## config.mk

```make
export PLATFORM = sky130hd
export DESIGN_NAME = seq_divider_flat
export DESIGN_NICKNAME = d
export VERILOG_FILES = /design/src/rtl/seq_divider_if.sv /design/src/rtl/seq_divider.sv /design/src/flat_wrapper.sv
export SDC_FILE = /design/constraint.sdc
export NUM_CORES = 1
export LEC_CHECK = 0
export ABC_AREA = 1
export BUFFER_PORTS_ARGS = -buffer_cell sky130_fd_sc_hd__buf_4
export CAP_MARGIN = 20
export CELL_PAD_IN_SITES_DETAIL_PLACEMENT = 1
export CELL_PAD_IN_SITES_GLOBAL_PLACEMENT = 2
export CORE_AREA = 2 2 85 87
export DETAILED_ROUTE_END_ITERATION = 6
export DIE_AREA = 0 0 87 89
export PLACE_DENSITY = 0.76
export SETUP_SLACK_MARGIN = 0.05
export SLEW_MARGIN = 20
export SYNTH_ARGS = -nofsm -noshare
export SYNTH_HDL_FRONTEND = slang
export SYNTH_SLANG_ARGS = --single-unit
```

## constraint.sdc

```tcl
create_clock -name clk -period 2.3 [get_ports clk]
set_input_delay 0.345 -clock clk [delete_from_list [all_inputs] [get_ports clk]]
set_output_delay 0.345 -clock clk [all_outputs]
set_load 0.01 [all_outputs]
```

## src/rtl/seq_divider_if.sv

```systemverilog
// Start/done handshake and operand/result bus for the sequential divider.
// The master drives the request, the slave returns the results.
interface seq_divider_if #(
    parameter int WIDTH = 8
);
    logic             start;
    logic [WIDTH-1:0] dividend;
    logic [WIDTH-1:0] divisor;
    logic             busy;
    logic             done;
    logic [WIDTH-1:0] quotient;
    logic [WIDTH-1:0] remainder;
    logic             div_by_zero;

    modport master (
        output start, dividend, divisor,
        input  busy, done, quotient, remainder, div_by_zero
    );

    modport slave (
        input  start, dividend, divisor,
        output busy, done, quotient, remainder, div_by_zero
    );
endinterface

```

## src/rtl/seq_divider.sv

```systemverilog
// Restoring shift-subtract unsigned divider, one quotient bit per clock.
// Controller and datapath share one FSM; results hold until the next start.
module seq_divider #(
    parameter int WIDTH = 8
) (
    input  logic          clk,
    input  logic          reset,
    seq_divider_if.slave  bus
);
    localparam int CW = $clog2(WIDTH + 1);

    typedef enum logic [1:0] {
        S_IDLE,
        S_CALC,
        S_DONE
    } state_t;

    state_t           r_state;
    logic [WIDTH-1:0] r_quo;
    logic [WIDTH-1:0] r_rem;
    logic [WIDTH-1:0] r_dvs;
    logic [CW-1:0]    r_count;
    logic             r_dbz;

    logic [WIDTH:0]   w_shift;
    logic [WIDTH:0]   w_trial;

    // Partial remainder always stays below the divisor, so its extra
    // top bit is zero and only the trial needs the borrow position.
    assign w_shift = {r_rem, r_quo[WIDTH-1]};
    assign w_trial = w_shift - {1'b0, r_dvs};

    always_ff @(posedge clk) begin
        if (reset) begin
            r_state <= S_IDLE;
            r_quo   <= '0;
            r_rem   <= '0;
            r_dvs   <= '0;
            r_count <= '0;
            r_dbz   <= 1'b0;
        end else begin
            unique case (r_state)
                S_IDLE: begin
                    if (bus.start) begin
                        if (bus.divisor == '0) begin
                            r_quo   <= '1;
                            r_rem   <= bus.dividend;
                            r_dbz   <= 1'b1;
                            r_state <= S_DONE;
                        end else begin
                            r_quo   <= bus.dividend;
                            r_rem   <= '0;
                            r_dvs   <= bus.divisor;
                            r_count <= CW'(WIDTH);
                            r_dbz   <= 1'b0;
                            r_state <= S_CALC;
                        end
                    end
                end
                S_CALC: begin
                    if (!w_trial[WIDTH]) begin
                        r_rem <= w_trial[WIDTH-1:0];
                        r_quo <= {r_quo[WIDTH-2:0], 1'b1};
                    end else begin
                        r_rem <= w_shift[WIDTH-1:0];
                        r_quo <= {r_quo[WIDTH-2:0], 1'b0};
                    end
                    r_count <= r_count - CW'(1);
                    if (r_count == CW'(1)) begin
                        r_state <= S_DONE;
                    end
                end
                S_DONE: begin
                    r_state <= S_IDLE;
                end
                default: begin
                    r_state <= S_IDLE;
                end
            endcase
        end
    end

    assign bus.busy        = (r_state == S_CALC);
    assign bus.done        = (r_state == S_DONE);
    assign bus.quotient    = r_quo;
    assign bus.remainder   = r_rem;
    assign bus.div_by_zero = r_dbz;
endmodule

```

## src/flat_wrapper.sv

```systemverilog
// flat-port wrapper written by rule: the top's interface ports become plain ports
module seq_divider_flat 
#(
    parameter int WIDTH = 8
)
  (clk, reset, bus_start, bus_dividend, bus_divisor, bus_busy, bus_done, bus_quotient, bus_remainder, bus_div_by_zero);
  seq_divider_if #(.WIDTH(WIDTH)) bus_i ();
  input  logic clk;
  input  logic reset;
  input wire logic [$bits(bus_i.start)-1:0] bus_start;
  input wire logic [$bits(bus_i.dividend)-1:0] bus_dividend;
  input wire logic [$bits(bus_i.divisor)-1:0] bus_divisor;
  output wire logic [$bits(bus_i.busy)-1:0] bus_busy;
  output wire logic [$bits(bus_i.done)-1:0] bus_done;
  output wire logic [$bits(bus_i.quotient)-1:0] bus_quotient;
  output wire logic [$bits(bus_i.remainder)-1:0] bus_remainder;
  output wire logic [$bits(bus_i.div_by_zero)-1:0] bus_div_by_zero;
  assign bus_i.start = bus_start;
  assign bus_i.dividend = bus_dividend;
  assign bus_i.divisor = bus_divisor;
  assign bus_busy = bus_i.busy;
  assign bus_done = bus_i.done;
  assign bus_quotient = bus_i.quotient;
  assign bus_remainder = bus_i.remainder;
  assign bus_div_by_zero = bus_i.div_by_zero;
  seq_divider #(.WIDTH(WIDTH)) u_core (.clk(clk), .reset(reset), .bus(bus_i));
endmodule
```

## Word level (Yosys, flattened, before mapping)

Index checks and enable logic that the tools add are counted.

- Add/sub/neg operators: 2
- Equality and inequality tests: 6
- Multiplexer cells: 16
- Bitwise gates (word level): 1
- Reduce and logical (&&, ||, !) cells: 8

Operator list:

| operator | count |
|---|---|
| two-way mux 8 bit | 5 |
| one-hot mux 8 bit (2 select lines) | 2 |
| subtractor 9 x 8 -> 9 bit | 1 |
| logical NOT 8 bit | 1 |
| two-way mux 4 bit | 2 |
| one-hot mux 4 bit (2 select lines) | 1 |
| two-way mux 2 bit | 3 |
| AND reduction 2 bit | 3 |
| AND reduction 3 bit | 2 |
| == test 4 x 1 -> 1 bit, second input constant | 1 |
| inequality test 2 bit, second input constant | 2 |
| one-hot mux 2 bit (2 select lines) | 1 |
| subtractor 4 x 1 -> 4 bit, second input constant | 1 |
| == test 2 x 1 -> 1 bit, second input constant | 1 |
| == test 2 bit, second input constant | 1 |
| logical NOT 2 bit | 1 |
| two-way mux 1 bit | 2 |
| inequality test 2 x 1 -> 1 bit, second input constant | 1 |
| nonzero test 2 bit | 1 |
| inverter 1 bit | 1 |

- Register bits: 31
- Bits of input ports: 19
- Output and inout bits: 19
- Logic and storage cells: 39

## Depth between registers and ports, before layout

- Word-level depth: 4
- Depth in mapped cells: 14
- Mapped depth without buffers: 14

## Worst setup path before layout

No wires, ideal clock.

- Kind: register to register
- Start point: register u_core.r_quo[7], in the netlist u_core.bus.quotient[7]
- End point: register u_core.r_rem[7], in the netlist u_core.bus.remainder[7]
- Data arrival time: 1.671 ns
- Data required time: 2.183 ns
- Slack: 0.512 ns
- Cell stages (with the launch flop): 15
- Path through: dfxtp_1 inv_1 ha_1 inv_1 fa_1 nand2_1 nand2_2 nand3_2 nand2_2 nand2_2 nand2_4 nor2_1 nor2_1 nor2_1 nor2_1

- Cells in the longest elaborated chain, start to end: 3

RTL lines:

| element | RTL line | source |
|---|---|---|
| start, declared | seq_divider.sv:19 | `logic [WIDTH-1:0] r_quo;` |
| start signal, assigned | seq_divider.sv:51 | `r_quo <= bus.dividend;` |
| start signal, assigned | seq_divider.sv:63 | `r_quo <= {r_quo[WIDTH-2:0], 1'b1};` |
| start signal, assigned | seq_divider.sv:66 | `r_quo <= {r_quo[WIDTH-2:0], 1'b0};` |
| subtractor 9 x 8 -> 9 bit | seq_divider.sv:31 | `assign w_trial = w_shift - {1'b0, r_dvs};` |
| two-way mux 8 bit | seq_divider.sv:61 | `if (!w_trial[WIDTH]) begin` |
| one-hot mux 8 bit (2 select lines) | seq_divider.sv:42 | `unique case (r_state)` |
| end signal, assigned | seq_divider.sv:47 | `r_rem <= bus.dividend;` |
| end signal, assigned | seq_divider.sv:62 | `r_rem <= w_trial[WIDTH-1:0];` |
| end signal, assigned | seq_divider.sv:65 | `r_rem <= w_shift[WIDTH-1:0];` |
| end, declared | seq_divider.sv:20 | `logic [WIDTH-1:0] r_rem;` |

No other way between the ends.
A chain may end at the register's enable or synchronous reset.

## Final worst setup path

- Start point: register u_core.r_quo[7], in the netlist u_core.bus.quotient[7]
- End point: register u_core.r_rem[5], in the netlist u_core.bus.remainder[5]

The elaborated chain is that of the path after synthesis.

==> impl_metrics.yaml <==
status:
  status: "completed"
finish:
  n_antenna_cell: 0
  drive_above_1_share_pct: 19.88
  final_nets: 376
  area_growth_pct: 24.33
  final_common_cell: "inv_1"
  finish.utilization_pct: 37.21
  mostFrequentLayoutCells: "inv_1 (67), nand2_1 (66), buf_4 (43)"
  layoutNonFillerInstCount: 427
cts:
  htreeDepth: 2
  cts_hold_buf: 0
  post-cts-setup-buffer-count: 0
  cts_tree: "done"
  clock_latency_ps: 280
  cts_inserted_buffers: 5
  clkTransAtPathRegs_ps: 70
  root_buffer: "clkbuf_8"
  cts_sinks: 31
  ctsLongestPathBuffers: 2
  ctsResizeCount: 0
routing:
  firstDrtPassIters: 4
  vias: 1938
  wirelength_mm: 5.533
  remaining_drc_errors: 0
  drtIter0Drc: 47
  ant_nets: 0
  via_per_inst: 4.539
  routedWlPerCell_um: 12.96
grt:
  grt_max_degree: 16
  grt_use_total_pct: 15.54
  met2_usage_pct: 26.09
  met1_usage_pct: 20.49
  antenna_found_initial: 0
  grt_most_used_layer: "met2"
  grt_pass1_wl_mm: 9.301
  grt-ovfl-total: 0
  grt_pass1_vias: 1955
  grt_util_met3_pct: 3.139
sta:
  grt_setup_unrepaired: "false"
  final-max-slew-violation-count: 0
  tightest_slew_ps: 426.4
  worst_hold_slack_ps: 283.3
  finalSetupViolations: 0
  slew_headroom_pct: 71.54
  fin_worst_skew_ps: 4.908
  finalSetupTns_ps: 0
  finalHoldViolCount: 0
  clock.fmax_mhz: 528.2
  final.min_clock_period_ps: 1893
  post-route-period-util_pct: 82.32
floorplanning:
  fp.dieW_um: 87
  initial_core_util_pct: 29.93
  coreArea_sq_um: 6719
  ios: 38
  die_area_sq_um: 7743
  rows: 30
  dieHeight_um: 89
logic_synthesis:
  synth_edf_count: 0
  ys_warn_count: 0
  syn-num-nets: 334
  syn_area_sq_um: 2011
  yosys.area.top_type: "dfxtp_1"
  async_flop_share_pct: 0
  ys_ff_latch: 31
  synthDominantCellAreaShare_pct: 30.86
  syn-instance-count: 304
  synth_cell_types: 32
  syn_area_per_cell_sq_um: 6.614
  synth_top_cells_by_area: "dfxtp_1 (31%), inv_1 (13%), nand2_1 (12%)"
  synth_flop_cell: "dfxtp_1"
  ys_seq_area_share_pct: 30.86
critical_path:
  worst-path-max-fanout: 8
  cp.arrival_ps: 2110
  worstPathRequired_ps: 2520
  setup.worst_path.end_class: "flip-flop"
  critical_path_class: "reg -> reg"
  startpoint_type: "flip-flop"
pwr:
  swShare_pct: 36.72
  seqPwrFrac_pct: 32.4
  p_int_mw: 1.268
  p_leak_nw: 1.281
  combPwrFrac_pct: 39.6
  p_per_area_nw_per_um2: 801.3
  power_frac_clock_pct: 28.0
  p_switching_mw: 0.7356
  ir_drop_v: 0.0003233
placed_design:
  place_congestion: 0.8196
  dpl.cell_count: 419
  dp_hpwl_mm: 4.572
  port-buffer-count: 37
worst_hold_path:
  hold_path_class: "in -> reg"
job:
  drv_cap: 0
cell type report:
class / count / area (sq um)
Sequential cell: 31 / 620.6
Inverter: 67 / 251.5
Timing Repair Buffer: 43 / 322.8
Multi-Input combinational cell: 198 / 1087
Tap cell: 80 / 100.1
Fill cell: 864 / 4219
Clock inverter: 2 / 35.03
Clock buffer: 6 / 82.58
cells by family after synthesis:
logic type,count (synthesis),synth area share (%)
and+or+nand+nor,130,29.68
xor gates and xnor gates,4,1.743
adders and majority gates,11,7.218
DFF,31,30.87
AOI/OAI and AO/OA,53,15.43
buffers and inverters,75,15.06
synthesized netlist by cell type (2+ instances only):
cell	n
buf_2	3
nand2_4	2
inv_1	67
ha_1	10
nand4_1	3
o2111ai_1	6
nand3b_1	2
nor2_1	19
nand2_2	5
nand2_1	66
xnor2_1	2
o21ai_0	24
buf_4	2
xor2_1	2
or2_2	5
dfxtp_1	31
a21oi_1	16
o22ai_1	2
nand3_1	22
a31oi_1	2
clkbuf_1	2
stage by stage:
step	cell area [sq um]	setup WS, ps	total power [mW]
after global placement	2382	448.7	1.465
after CTS	2500	388.0	2.043
after floorplan	2011	511.5	1.224
final	2500	406.7	2.003
after global routing	2500	189.5	2.190
after detailed placement	2382	408.1	1.470
critical path: stages (launching register included):
cell     delay, ps
dfxtp_1        320
inv_1           80
ha_1           140
inv_1           60
fa_1           400
nand2_1         90
nand2_2         70
nand3_2        110
nand3_1        140
nand2_4        140
nand2_1         60
nand2_1         60
nand2_1         60
a21oi_2        110
power groups by stage:
stage,Clock [mW],Sequential [mW],Combinational (mW)
6_report,0.561,0.649,0.794
5_1_grt,0.608,0.658,0.924
4_1_cts,0.580,0.650,0.813
3_5_place_dp,0,0.661,0.809
3_3_place_gp,0,0.661,0.804
2_1_floorplan,0,0.663,0.561
flip-flops by register name, summed over array words and instances, names as in the netlist:
register and cells:
u_core.r_state 2, u_core.r_count 4, u_core.bus.div_by_zero 1, u_core.r_dvs 8
u_core.bus.quotient 8, u_core.bus.remainder 8
layer usage:
metal | share of wire [%] | vias to the layer above
met2 | 46 | 34
met1 | 50 | 862
met4 | 0.38 | 0
met3 | 3.9 | 2
met5 | 0 | -
li1 | - | 1040
final timing paths:
check / cells after the start / endpoint / startpoint / slack (ps)
worst max-delay path: 13 / u_core.bus.remainder[5] / u_core.bus.quotient[7] / 410
worst min-delay path: 2 / u_core.r_count[1] / reset / 280
worst max register to register: 13 / u_core.bus.remainder[5] / u_core.bus.quotient[7] / 410
worst min register to register: 2 / u_core.r_count[1] / u_core.r_count[1] / 460
(Power assumes the default switching activity.)
